`src/rtl/fmult_if.sv`:
```
// rtl/fmult_if.sv - operand/result bundle for the fmult multiplier
interface fmult_if;
    logic [15:0] I16_TC;
    logic [10:0] I11_FL;
    logic        I_VALID;
    logic [15:0] O16_TC;
    logic        O_VALID;

    modport master (
        output I16_TC,
        output I11_FL,
        output I_VALID,
        input  O16_TC,
        input  O_VALID
    );

    modport slave (
        input  I16_TC,
        input  I11_FL,
        input  I_VALID,
        output O16_TC,
        output O_VALID
    );
endinterface

```
`src/rtl/fmult.sv`:
```
// rtl/fmult.sv - coefficient x floating-point signal multiplier; FMULT_INREG_EN adds an input register stage
module fmult (
    input  logic    CLK,
    input  logic    RESET_N,
    fmult_if.slave  bus
);

    logic [15:0] in_tc;
    logic [10:0] in_fl;
    logic        in_vld;

`ifdef FMULT_INREG_EN
    logic [15:0] tc_q;
    logic [10:0] fl_q;
    logic        vld_q;

    // Optional input stage: costs one cycle of latency, keeps one result per cycle
    always_ff @(posedge CLK or negedge RESET_N) begin
        if (!RESET_N) begin
            tc_q  <= 16'h0000;
            fl_q  <= 11'h000;
            vld_q <= 1'b0;
        end else begin
            tc_q  <= bus.I16_TC;
            fl_q  <= bus.I11_FL;
            vld_q <= bus.I_VALID;
        end
    end

    assign in_tc  = tc_q;
    assign in_fl  = fl_q;
    assign in_vld = vld_q;
`else
    assign in_tc  = bus.I16_TC;
    assign in_fl  = bus.I11_FL;
    assign in_vld = bus.I_VALID;
`endif

    logic        an_s;
    logic [15:0] an_shr;
    logic [12:0] an_mag;
    logic [3:0]  an_exp;
    logic [5:0]  an_mant;
    logic        sr_s;
    logic [3:0]  sr_exp;
    logic [5:0]  sr_mant;
    logic        wan_s;
    logic [4:0]  wan_exp;
    logic [12:0] mant_prod;
    logic [7:0]  wan_mant;
    logic [14:0] wan_sh;
    logic [14:0] wan_mag;
    logic [15:0] o16_d;
    logic [15:0] o16_q;
    logic        ovld_q;

    // Convert An to sign/exponent/mantissa, multiply with SR and rescale to fixed point
    always_comb begin
        an_s    = in_tc[15];
        an_shr  = $signed(in_tc) >>> 2;
        an_mag  = an_s ? 13'(-an_shr) : 13'(an_shr);

        an_exp  = 4'd0;
        for (int i = 0; i < 13; i++) begin
            if (an_mag[i]) begin
                an_exp = 4'(i + 1);
            end
        end

        // A zero magnitude has no leading one; 32 stands in as the normalised mantissa
        an_mant = (an_mag == 13'd0) ? 6'd32 : 6'(({an_mag, 6'b000000}) >> an_exp);

        sr_s    = in_fl[10];
        sr_exp  = in_fl[9:6];
        sr_mant = in_fl[5:0];

        wan_s     = sr_s ^ an_s;
        wan_exp   = {1'b0, sr_exp} + {1'b0, an_exp};
        mant_prod = {7'b0000000, sr_mant} * {7'b0000000, an_mant};
        wan_mant  = 8'((mant_prod + 13'd48) >> 4);
        wan_sh    = {wan_mant, 7'b0000000};

        // Exponents above 26 shift left; the 15-bit width drops the overflow bits
        if (wan_exp <= 5'd26) begin
            wan_mag = wan_sh >> (5'd26 - wan_exp);
        end else begin
            wan_mag = wan_sh << (wan_exp - 5'd26);
        end

        // A negative zero magnitude is reported as plain zero
        if (wan_s && (wan_mag != 15'd0)) begin
            o16_d = -{1'b0, wan_mag};
        end else begin
            o16_d = {1'b0, wan_mag};
        end
    end

    // Result register: loads only on valid input, otherwise holds the last product
    always_ff @(posedge CLK or negedge RESET_N) begin
        if (!RESET_N) begin
            o16_q  <= 16'h0000;
            ovld_q <= 1'b0;
        end else begin
            ovld_q <= in_vld;
            if (in_vld) begin
                o16_q <= o16_d;
            end
        end
    end

    assign bus.O16_TC  = o16_q;
    assign bus.O_VALID = ovld_q;

endmodule

```
`src/flat_wrapper.sv`:
```
// flat-port wrapper written by rule: the top's interface ports become plain ports
module fmult_flat 
  (CLK, RESET_N, bus_I16_TC, bus_I11_FL, bus_I_VALID, bus_O16_TC, bus_O_VALID);
  fmult_if bus_i ();
  input  logic CLK;
  input  logic RESET_N;
  input wire logic [$bits(bus_i.I16_TC)-1:0] bus_I16_TC;
  input wire logic [$bits(bus_i.I11_FL)-1:0] bus_I11_FL;
  input wire logic [$bits(bus_i.I_VALID)-1:0] bus_I_VALID;
  output wire logic [$bits(bus_i.O16_TC)-1:0] bus_O16_TC;
  output wire logic [$bits(bus_i.O_VALID)-1:0] bus_O_VALID;
  assign bus_i.I16_TC = bus_I16_TC;
  assign bus_i.I11_FL = bus_I11_FL;
  assign bus_i.I_VALID = bus_I_VALID;
  assign bus_O16_TC = bus_i.O16_TC;
  assign bus_O_VALID = bus_i.O_VALID;
  fmult u_core (.CLK(CLK), .RESET_N(RESET_N), .bus(bus_i));
endmodule
```
`config.mk`:
```
export PLATFORM = sky130hd
export DESIGN_NAME = fmult_flat
export DESIGN_NICKNAME = d
export VERILOG_FILES = /design/src/rtl/fmult_if.sv /design/src/rtl/fmult.sv /design/src/flat_wrapper.sv
export SDC_FILE = /design/constraint.sdc
export NUM_CORES = 1
export LEC_CHECK = 0
export CORE_MARGIN = 5
export CORE_UTILIZATION = 30
export CTS_CLUSTER_SIZE = 12
export DETAILED_ROUTE_END_ITERATION = 10
export PLACE_DENSITY_LB_ADDON = 0.25
export SLEW_MARGIN = 40
export SYNTH_ARGS = -nofsm -noshare
export SYNTH_HDL_FRONTEND = slang
export SYNTH_SLANG_ARGS = --single-unit
```
`constraint.sdc`:
```
create_clock -name CLK -period 2.2 [get_ports CLK]
set_input_delay 0.66 -clock CLK [delete_from_list [all_inputs] [get_ports CLK]]
set_output_delay 0.66 -clock CLK [all_outputs]
set_load 0.1 [all_outputs]
```
; After elaboration in Yosys (flattened, before gate mapping)
; Index checks and enable logic that the tools add are counted.
[op_classes]
mul = 1
n_bitwise = 1
n_lt_le_gt_ge = 1
reduce_logical = 3
eq_ne = 0
addsub = 6
n_mux = 17
n_div = 0
n_shift = 3
[op_table]
columns = cell, count
row1 = $mux 4, 12
row2 = $shr 19x4->6, 1
row3 = $mux 16, 1
row4 = $neg 15->16, 1
row5 = $mux 15, 1
row6 = $reduce_bool 15->1, 1
row7 = $shl 15x5->15, 1
row8 = $shr 15x5->15, 1
row9 = $logic_not 13->1, 1
row10 = $mux 13, 1
row11 = $neg 13->13, 1
row12 = $add 12x6->12 const B, 1
row13 = $mul 6x6->12, 1
row14 = $mux 6, 1
row15 = $add 4x4->5, 1
row16 = $le 5x5->1 const B, 1
row17 = $sub 5x5->5 const A, 1
row18 = $sub 5x5->5 const B, 1
row19 = $logic_and 1x1->1, 1
row20 = $mux 1, 1
row21 = $xor 1x1->1, 1
[totals]
latchBits = 0
out_inout_bits = 17
n_memories = 0
mem_bits_ro = 0
elab_cells = 34
inputBits = 30
reg_bits = 17
ramBits = 0

; Logic depth before layout (Yosys ltp)
; Gate-level depths: netlist (run 1).
[depth]
word_depth = 24
mapped_depth = 33
depth_no_buf = 33

; Least setup slack after synthesis (run 1)
; Ideal clock, no wire load.
[synth_path]
path_kind = input to register
from = input bus_I16_TC[2]
to = register u_core.o16_q[1] (netlist: u_core.bus.O16_TC[1])
path_stages = 31
t_arrival_ns = 8.620
slack_ns = -6.560
path_buffers = 1
setup_ns = 0.140
path_cell_list = inv_1 ha_1 nand2b_1 o21ai_1 xor2_1 a211oi_1 o311a_2 nor2_4 inv_2 o31a_1 a32oi_1 a211oi_2 and2_1 fa_1 inv_1 fa_1 fa_1 inv_1 fa_1 ha_1 a211o_1 a221oi_1 mux2_2 a22o_1 or2_2 a211o_1 nor3_4 nand3_1 buf_2 o2111ai_1 o311ai_1
[synth_between]
elab_chain_cells = 24
elab_cells_between_ends = 31
classes_between = add/sub: 6 / mul: 1 / order compare: 1 / shift: 3 / mux: 17 / reduce/logical: 3
[synth_lines]
columns = element, line_no
row1 = from (decl), flat_wrapper.sv:7  ; input wire logic [$bits(bus_i.I16_TC)-1:0] bus_I16_TC;
row2 = $neg 13->13, fmult.sv:61  ; an_mag = an_s ? 13'(-an_shr) : 13'(an_shr);
row3 = $mux 13 *, fmult.sv:61
row4 = $mux 1, fmult.sv:65  ; if (an_mag[i]) begin
row5 = $mux 4 (12 in a row), fmult.sv:65
row6 = $shr 19x4->6, fmult.sv:71  ; an_mant = (an_mag == 13'd0) ? 6'd32 : 6'(({an_mag, 6'b000000}) >> an_exp);
row7 = $mux 6, fmult.sv:71
row8 = $mul 6x6->12, fmult.sv:79  ; mant_prod = {7'b0000000, sr_mant} * {7'b0000000, an_mant};
row9 = $add 12x6->12, fmult.sv:80  ; wan_mant = 8'((mant_prod + 13'd48) >> 4);
row10 = $shl 15x5->15 or $shr 15x5->15 (tied branches), "fmult.sv:87, fmult.sv:85"
row11 = $mux 15 *, fmult.sv:84  ; if (wan_exp <= 5'd26) begin
row12 = branches (longest 2 deep; another with $neg 15->16), n/a
row13 = $mux 16 *, fmult.sv:91  ; if (wan_s && (wan_mag != 15'd0)) begin
row14 = to (signal assigned), fmult.sv:101  ; o16_q <= 16'h0000;
row15 = to (signal assigned), fmult.sv:106  ; o16_q <= o16_d;
row16 = to (decl), fmult.sv:54  ; logic [15:0] o16_q;
; Every way passes the cells marked *.
; A chain may end at the register's enable or synchronous reset.

; Final worst setup path (run 1)
[layout_path]
from = input bus_I16_TC[5]
to = register u_core.o16_q[11] (netlist: u_core.bus.O16_TC[11])
[layout_between]
elab_chain_cells = 21
elab_cells_between_ends = 28
classes_between = add/sub: 6 / mul: 1 / order compare: 1 / shift: 3 / mux: 14 / reduce/logical: 3
[layout_lines]
columns = element, line_no
row1 = $neg 13->13, fmult.sv:61
row2 = $mux 13 *, fmult.sv:61
row3 = $mux 4 (10 in a row), fmult.sv:65
row4 = $shr 19x4->6, fmult.sv:71
row5 = $mux 6, fmult.sv:71
row6 = $mul 6x6->12, fmult.sv:79
row7 = $add 12x6->12, fmult.sv:80
row8 = $shl 15x5->15 or $shr 15x5->15 (tied branches), "fmult.sv:87, fmult.sv:85"
row9 = $mux 15 *, fmult.sv:84
row10 = branches (longest 2 deep; another with $neg 15->16), n/a
row11 = $mux 16 *, fmult.sv:91
; Marked as above.

==> flow_summary.toml, run 1 <==
[yosys]
synth-seq-cells = 17
syn_area_um2 = 4540
synthMuxAreaShare_pct = 3.50
async_flop_share_pct = 100
synth_top_family_by_area = "compound AO/OA/AOI/OAI gates"
yosys_warnings = 0
synth_compound_area_share_pct = 32.8
syn_nets = 663
synth-simple-area-share_pct = 24.8
synth_cell_types = 88
avgSynthCellArea_um2 = 7.83
synthAdderAreaFrac_pct = 17.7
synth_xor_area_share_pct = 5.92
synth-main-ff-cell = "dfrtp_1"
synth_cells = 580
yosysSeqAreaShare_pct = 9.37
synth-edff-count = 0

[sta]
max_slew_margin_pct = 55.8
final_hold_viol_count = 0
clock_skew_ps = 0
post-route-period-util_pct = 382
fmax_mhz = 119
report.final.slew_viol_count = 0
rsz0062_at_grt = "true"
tightestPinTransition_ps = 658
fin_setup_tns_ps = -97620
setup_violations = 16
fin_ws_ps = -6210
min_period_ps = 8410

[routing]
wl_met1_mm = 7.75
drtIter0Drc = 315
first_pass_iters = 5
wl_per_cell_um = 16.1
routed_wl_mm = 16.7
via_per_inst = 5.34
top_layer = "met4"
vias = 5521
met3_length_um = 509
antenna_left = 0
met2_length_mm = 8.25
route.detailed.drc = 0

[floorplanning]
core_um2 = 15000
rows = 45
io_pins = 47
fp.dieW_um = 133
start_util_pct = 30.2
die_area_um2 = 17700
chipHeight_um = 133

[hold_path]
worstHoldStart = "u_core.bus.O16_TC[15]"
hold_class = "flip-flop to flip-flop"

[placement]
place_area_um2 = 6780
hpwlAfterDp_mm = 13.1
port_buffers = 44
routabilityCongestion = 0.928

[global_route]
grt_start_max_net_pins = 29
grt_pass1_vias = 5765
overflow = 0
antenna_found_initial = 0
grt_pass1_wl_mm = 27.6
gr-usage-all-layers_pct = 18.2

[cts]
root_buffer = "clkbuf_16"
numCtsBuffers = 3
tritoncts = "yes"
cts.path.max_buffers = 2
clk_pin_slew_ps = 50
clk_latency_ps = 240
clock-sinks = 17
ctsHoldBuffers = 0
cts.htree.levels = 1

[setup_path]
max_stage_delay_ps = 600
startpoint_type = "input pin"
required_ps = 2320
crit_path_start = "bus_I16_TC[5]"
reg2reg_from = "u_core.bus.O16_TC[10]"
cp-end-kind = "flip-flop"
crit_path_top_delay_cell = "fa_2"
arrival_ps = 8540
path_class = "input pin to flip-flop"
cpMostUsedCell = "buf_6"
cp_max_fo = 5

[finish]
n_fill_cell = 1373
final_cell_mix = "234 x buf_4, 52 x nand2_1, 42 x nor2_1, 40 x inv_1, 26 x ha_1"
layout.cells.most_common = "buf_4"
syn_to_final_growth_pct = 70.6
fin_nets = 930
layout-drive-gt1-share_pct = 47.4
fin_area_um2 = 7750
diodes = 0

[job]
cap_violations = 0

[outcome]
status = "finished, violations left"
violations = "negative setup slack"
## state kept, by name (all words and copies together), names as in the netlist
signal              flops
u_core.bus.O16_TC      16
u_core.bus.O_VALID      1
## critical path, delay by kind of cell
kind                       cells  cell delay [ps]
AOI/OAI and AO/OA             11             2570
adders and majority gates      5             2040
and+or+nand+nor                7             1510
buffers and inverters          8              960
xor gates and xnor gates       1              380
muxes                          1              350
## layout make-up
class                      instances  area, um2  share of cell area, %
timing repair buffer             284       2290                   29.6
sequential                        17        425                   5.49
inverter                          46        173                   2.23
multi-input combinational        495       4540                   58.6
tap                              188        235                   3.04
clock buffer                       4       78.8                   1.02
## synthesized netlist by cell type (9+ instances only)
master	instances	area, um2
o211ai_1	19	143
nand3_1	14	70.1
nor3_1	16	80.1
fa_1	19	380
dfrtp_1	17	425
and2_1	18	113
ha_1	34	425
inv_1	44	165
nand2_1	55	206
o21a_1	10	75.1
nor2b_1	16	100
nor2_1	46	173
o21ai_0	17	85.1
o31ai_1	9	67.6
nand2b_1	10	62.6
xor2_1	12	105
a21oi_1	24	120
xnor2_1	15	131
clkbuf_1	16	60.1
## routing by layer
| layer | GRT usage [%] | up-vias |
|---|---|---|
| li1 | - | 2694 |
| met1 | 24.5 | 2703 |
| met2 | 32.1 | 104 |
| met3 | 1.44 | 20 |
| met4 | 3.18 | 0 |
| met5 | 0 | - |
## per-stage QoR
stage                     hold WS [ps]  setup WS, ps  std cells  utilization [%]
after floorplan                    364         -6270        580                -
after global placement             472         -6830        995             45.1
after detailed placement           474         -6980        995             45.1
after CTS                          487         -6180       1021             49.1
after global routing               500         -6460       1034             51.5
final                              482         -6210       1034             51.5
## kinds of logic after synthesis
logic type,count (synthesis)
mux,13
simple gates,216
flops,17
xor+xnor,29
compound gates,184
fa+ha+maj,53
buf+inv,68
## what timing repair did
action	CTS	global route
endpoints found under the setup margin	16	16
gates resized for setup	107	56
gates cloned	0	0
setup buffers	24	16
pin swaps	54	52
## final timing paths
kind	cells after the start	slack (ps)	end
max in group asynchronous	2	1260	u_core.bus.O16_TC[4]
setup reg to reg	1	1320	u_core.bus.O16_TC[10]
min in group asynchronous	2	750	u_core.bus.O16_TC[9]
hold / removal	2	480	u_core.bus.O16_TC[15]
setup / recovery	33	-6210	u_core.bus.O16_TC[11]
hold reg to reg	2	480	u_core.bus.O16_TC[15]
Power of run 1 is left out: the tool's default activity adds up to more than one toggle a clock period on the data nets, which glitch-free logic cannot reach.
==> run 2: changes to the inputs <==
--- a/config.mk
+++ b/config.mk
@@ -5,11 +5,14 @@
 export SDC_FILE = /design/constraint.sdc
 export NUM_CORES = 1
 export LEC_CHECK = 0
+export CAP_MARGIN = 20
 export CORE_MARGIN = 5
 export CORE_UTILIZATION = 30
 export CTS_CLUSTER_SIZE = 12
 export DETAILED_ROUTE_END_ITERATION = 10
 export PLACE_DENSITY_LB_ADDON = 0.25
+export RECOVER_POWER = 25
+export REMOVE_ABC_BUFFERS = 1
 export SLEW_MARGIN = 40
 export SYNTH_ARGS = -nofsm -noshare
 export SYNTH_HDL_FRONTEND = slang
==> run 2 against run 1 <==
Compared with the run above: the run still ends with negative setup slack left; sequential share of layout area increased by 0.079 points; wire length fell by 6.1%; count of clock-buffer cells in the layout down 1; cell area shrank 1.4%; final cell count is 0.77% higher; core utilization decreased by 0.73 points; first-iteration DRC count shrank 32%; fmax grew 1.2%; worst hold slack improved by 29 ps; die area unchanged; clock skew did not move; critical path type unchanged; critical endpoint is now u_core.bus.O16_TC[1]; largest cell class unchanged; highest routed layer unchanged.
==> flow_summary.toml, run 2 (synthesized netlist as in run 1, its figures left out) <==
[cts]
cts.htree.levels = 1
clk_latency_ps = 250
tritoncts = "yes"
ctsHoldBuffers = 0
root_buffer = "clkbuf_16"
cts.path.max_buffers = 2
clock-sinks = 17
clk_pin_slew_ps = 50
numCtsBuffers = 3

[routing]
vias = 5486
first_pass_iters = 4
routed_wl_mm = 15.7
drtIter0Drc = 215
antenna_left = 0
route.detailed.drc = 0
wl_per_cell_um = 15.0
via_per_inst = 5.26

[floorplanning]
start_util_pct = 30.2
die_area_um2 = 17700
core_um2 = 15000
fp.dieW_um = 133
io_pins = 47
rows = 45
chipHeight_um = 133

[setup_path]
cp-end-kind = "flip-flop"
crit_path_top_delay_cell = "fa_1"
max_stage_delay_ps = 600
cpMostUsedCell = "fa_1"
cp_max_fo = 5
required_ps = 2320
startpoint_type = "input pin"
path_class = "input pin to flip-flop"
arrival_ps = 8430

[global_route]
grt_pass1_wl_mm = 25.9
gr-usage-all-layers_pct = 16.9
overflow = 0
grt_start_max_net_pins = 29
grt_pass1_vias = 5510
antenna_found_initial = 0

[finish]
syn_to_final_growth_pct = 68.2
diodes = 0
layout.cells.most_common = "buf_4"
fin_nets = 938
largest_register_ffs = 16
layout-drive-gt1-share_pct = 45.4
final_cell_mix = "244 x buf_4, 52 x nand2_1, 44 x nor2_1, 41 x inv_1, 27 x ha_1"

[sta]
fmax_mhz = 120
setup_violations = 16
fin_setup_tns_ps = -96210
final_hold_viol_count = 0
post-route-period-util_pct = 378
report.final.slew_viol_count = 0
max_slew_margin_pct = 40.3
rsz0062_at_grt = "true"
tightestPinTransition_ps = 895
fin_ws_ps = -6110
clock_skew_ps = 0
min_period_ps = 8310

[placement]
routabilityCongestion = 0.936
hpwlAfterDp_mm = 12.5
port_buffers = 44

[job]
cap_violations = 0

[outcome]
status = "finished, violations left"
violations = "negative setup slack"

[hold_path]
hold_class = "flip-flop to flip-flop"
run 2: cell types whose count changed in the layout (fill, tap and decap cells not counted), moves of 3 or more:
cell,previous run,this run
and2_1,12,16
o21ai_2,6,3
nor3_2,3,0
buf_6,23,17
and2_4,5,2
buf_4,234,244
nor3_1,13,16
run 2: area by class of cell:
type	instances	area, um2
Clock inverter	1	5.00
Tap cell	188	235
Clock buffer	3	75.1
Sequential cell	17	425
Fill cell	1401	7390
Timing Repair Buffer	292	2340
Multi-Input combinational cell	495	4390
Inverter	46	173
run 2: layer usage:
metal | up-vias | GRT usage [%] | part of all wire (%)
met3 | 16 | 0.875 | 2.5
met5 | - | 0 | 0
met4 | 0 | 3.06 | 1.2
li1 | 2713 | - | -
met2 | 102 | 32.3 | 54
met1 | 2655 | 20.8 | 43
run 2: worst paths after layout:
path	startpoint	end	slack, ps	depth (start not counted)
worst max-delay path	bus_I16_TC[7]	u_core.bus.O16_TC[1]	-6110	33
worst min-delay path	u_core.bus.O16_TC[0]	u_core.bus.O16_TC[0]	510	2
worst max register to register	u_core.bus.O16_TC[10]	u_core.bus.O16_TC[10]	1350	1
worst min register to register	u_core.bus.O16_TC[0]	u_core.bus.O16_TC[0]	510	2
max in group asynchronous	RESET_N	u_core.bus.O16_TC[0]	590	2
min in group asynchronous	RESET_N	u_core.bus.O16_TC[10]	1060	2
run 2: worst max-delay path: cells and delay by family:
| kind | cells | cell delay [ps] |
|---|---|---|
| multiplexers | 1 | 520 |
| AND/OR/NAND/NOR | 8 | 1930 |
| buffers and inverters | 8 | 850 |
| adder cells (fa/ha/maj) | 5 | 2270 |
| XOR/XNOR | 2 | 330 |
| AO/OA/AOI/OAI | 9 | 1880 |
run 2: metrics by stage:
stage | utilization [%] | cell area, um2 | hold slack [ps] | instances | setup slack (ps)
finish | 50.8 | 7640 | 510 | 1042 | -6110
global route | 50.8 | 7640 | 537 | 1042 | -6410
CTS | 48.4 | 7280 | 510 | 1026 | -6050
detailed placement | 44.9 | 6750 | 498 | 1006 | -7010
global placement | 44.9 | 6750 | 476 | 1006 | -6940
floorplan | - | 4450 | 364 | 558 | -6750
run 2: repair_timing:
action,CTS,global route
pin swaps,61,46
endpoints found under the setup margin,16,16
gates resized for setup,102,45
gates cloned,1,1
buffers inserted,15,15
Power of run 2 is left out for the same reason.
==> run 3: changes to the inputs <==
--- a/config.mk
+++ b/config.mk
@@ -6,10 +6,12 @@
 export NUM_CORES = 1
 export LEC_CHECK = 0
 export CAP_MARGIN = 20
+export CORE_ASPECT_RATIO = 1.2
 export CORE_MARGIN = 5
 export CORE_UTILIZATION = 30
 export CTS_CLUSTER_SIZE = 12
 export DETAILED_ROUTE_END_ITERATION = 10
+export DONT_BUFFER_PORTS = 1
 export PLACE_DENSITY_LB_ADDON = 0.25
 export RECOVER_POWER = 25
 export REMOVE_ABC_BUFFERS = 1
==> run 3 against run 2 <==
Compared with the run above: the flow still finishes with violations (negative setup slack); critical path depth is the same; worst setup slack improved by 150 ps; via count shrank 5.3%; cell area shrank 8.6%; global-route usage down 0.15 points; clock skew stayed put; non-clock buffer count shrank 63; sequential share of layout area grew 0.58 points; worst hold slack got worse by 410 ps; sequential cell count unchanged; core utilization down 4.1 points.
==> flow_summary.toml, run 3 (synthesized netlist as in run 1, its figures left out) <==
[finish]
n_fill_cell = 1531
fin_nets = 875
layout-drive-gt1-share_pct = 41.3
diodes = 0
fin_area_um2 = 6980
final_cell_mix = "211 x buf_4, 51 x nand2_1, 44 x inv_1, 44 x nor2_1, 29 x ha_1"
syn_to_final_growth_pct = 53.7
largest_register_ffs = 16
seqCellArea_um2 = 429
multiInputGateArea_um2 = 4250
layout.cells.most_common = "buf_4"

[sta]
final_hold_viol_count = 0
setup_violations = 16
rsz0062_at_grt = "true"
report.final.slew_viol_count = 0
fmax_mhz = 123
min_period_ps = 8160
clock_skew_ps = 0
fin_ws_ps = -5960
whs_ps = 105
max_slew_margin_pct = 61.1
tightestPinTransition_ps = 580
post-route-period-util_pct = 371

[cts]
root_buffer = "clkbuf_16"
clk_pin_slew_ps = 50
cts.htree.levels = 1
numCtsBuffers = 3
clk_latency_ps = 250
tritoncts = "yes"
cts.path.max_buffers = 2
clock-sinks = 17

[floorplanning]
fp.dieW_um = 122
core_um2 = 15000
rows = 49
die_area_um2 = 17700
start_util_pct = 30.4
chipHeight_um = 145
io_pins = 47

[global_route]
antenna_found_initial = 0
grt_start_max_net_pins = 29
gr-usage-all-layers_pct = 16.7
grt_pass1_wl_mm = 24.8
overflow = 0
grt_pass1_vias = 5311

[routing]
wl_per_cell_um = 15.0
drtIter0Drc = 235
first_pass_iters = 5
vias = 5194
route.detailed.drc = 0
antenna_left = 0
routed_wl_mm = 14.9
via_per_inst = 5.22

[hold_path]
hold_class = "input pin to asynchronous set/reset pin"

[placement]
port_buffers = 0
hpwlAfterDp_mm = 12.3
place_area_um2 = 6170
routabilityCongestion = 0.901

[setup_path]
cp_max_fo = 6
crit_path_top_delay_cell = "fa_1"
required_ps = 2360
arrival_ps = 8320
path_class = "input pin to flip-flop"
max_stage_delay_ps = 530
cpMostUsedCell = "fa_1"
cp-end-kind = "flip-flop"
startpoint_type = "input pin"

[outcome]
violations = "negative setup slack"
status = "finished, violations left"

[job]
cap_violations = 0
-- run 3: per-layer routing --
layer	up-vias	track usage, %	share of wire, %
met4	0	5.54	2.8
met5	-	0	0
li1	2586	-	-
met1	2477	18.3	39
met2	100	33.6	55
met3	31	1.01	2.9
-- run 3: path summary, 6_finish.rpt --
| kind | startpoint | cells after the start | slack (ps) | end |
|---|---|---|---|---|
| setup reg to reg | u_core.bus.O16_TC[10] | 1 | 1040 | u_core.bus.O16_TC[10] |
| hold / removal | RESET_N | 0 | 100 | u_core.bus.O16_TC[8] |
| max in group asynchronous | RESET_N | 0 | 2020 | u_core.bus.O16_TC[4] |
| hold reg to reg | u_core.bus.O16_TC[15] | 2 | 490 | u_core.bus.O16_TC[15] |
| setup / recovery | bus_I16_TC[7] | 33 | -5960 | u_core.bus.O16_TC[14] |
| min in group CLK | bus_I_VALID | 0 | 440 | u_core.bus.O_VALID |
-- run 3: layout make-up --
| class | instances | share of cell area (%) |
|---|---|---|
| Multi-Input combinational cell | 495 | 60.8 |
| Timing Repair Buffer | 229 | 25.7 |
| Sequential cell | 17 | 6.15 |
| Tap cell | 204 | 3.66 |
| Inverter | 46 | 2.51 |
| Clock buffer | 3 | 1.08 |
| Clock inverter | 1 | 0.0717 |
-- run 3: repair_timing --
item                                    in CTS  in global routing
gates resized for setup                     84                 10
buffers inserted                            30                  7
hold buffers                                 0                  0
pin swaps                                   59                 16
endpoints found under the setup margin      16                 16
-- run 3: metrics by stage --
| stage | TNS [ps] | utilization [%] | cells | worst slack, ps |
|---|---|---|---|---|
| after floorplan | -104700 | - | 558 | -6750 |
| after global placement | -103990 | 41.2 | 955 | -6610 |
| after detailed placement | -105360 | 41.2 | 955 | -6680 |
| after CTS | -95360 | 45.9 | 988 | -6010 |
| after global routing | -99730 | 46.7 | 995 | -6270 |
| final | -94280 | 46.7 | 995 | -5960 |
-- run 3: critical path: cells and delay by family --
kind / cells / cell delay, ps
adder cells (fa/ha/maj): 5 / 2260
buffers and inverters: 8 / 910
XOR/XNOR: 1 / 150
multiplexers: 1 / 480
AND/OR/NAND/NOR: 7 / 1430
AO/OA/AOI/OAI: 11 / 2420
Power of run 3 is left out for the same reason.
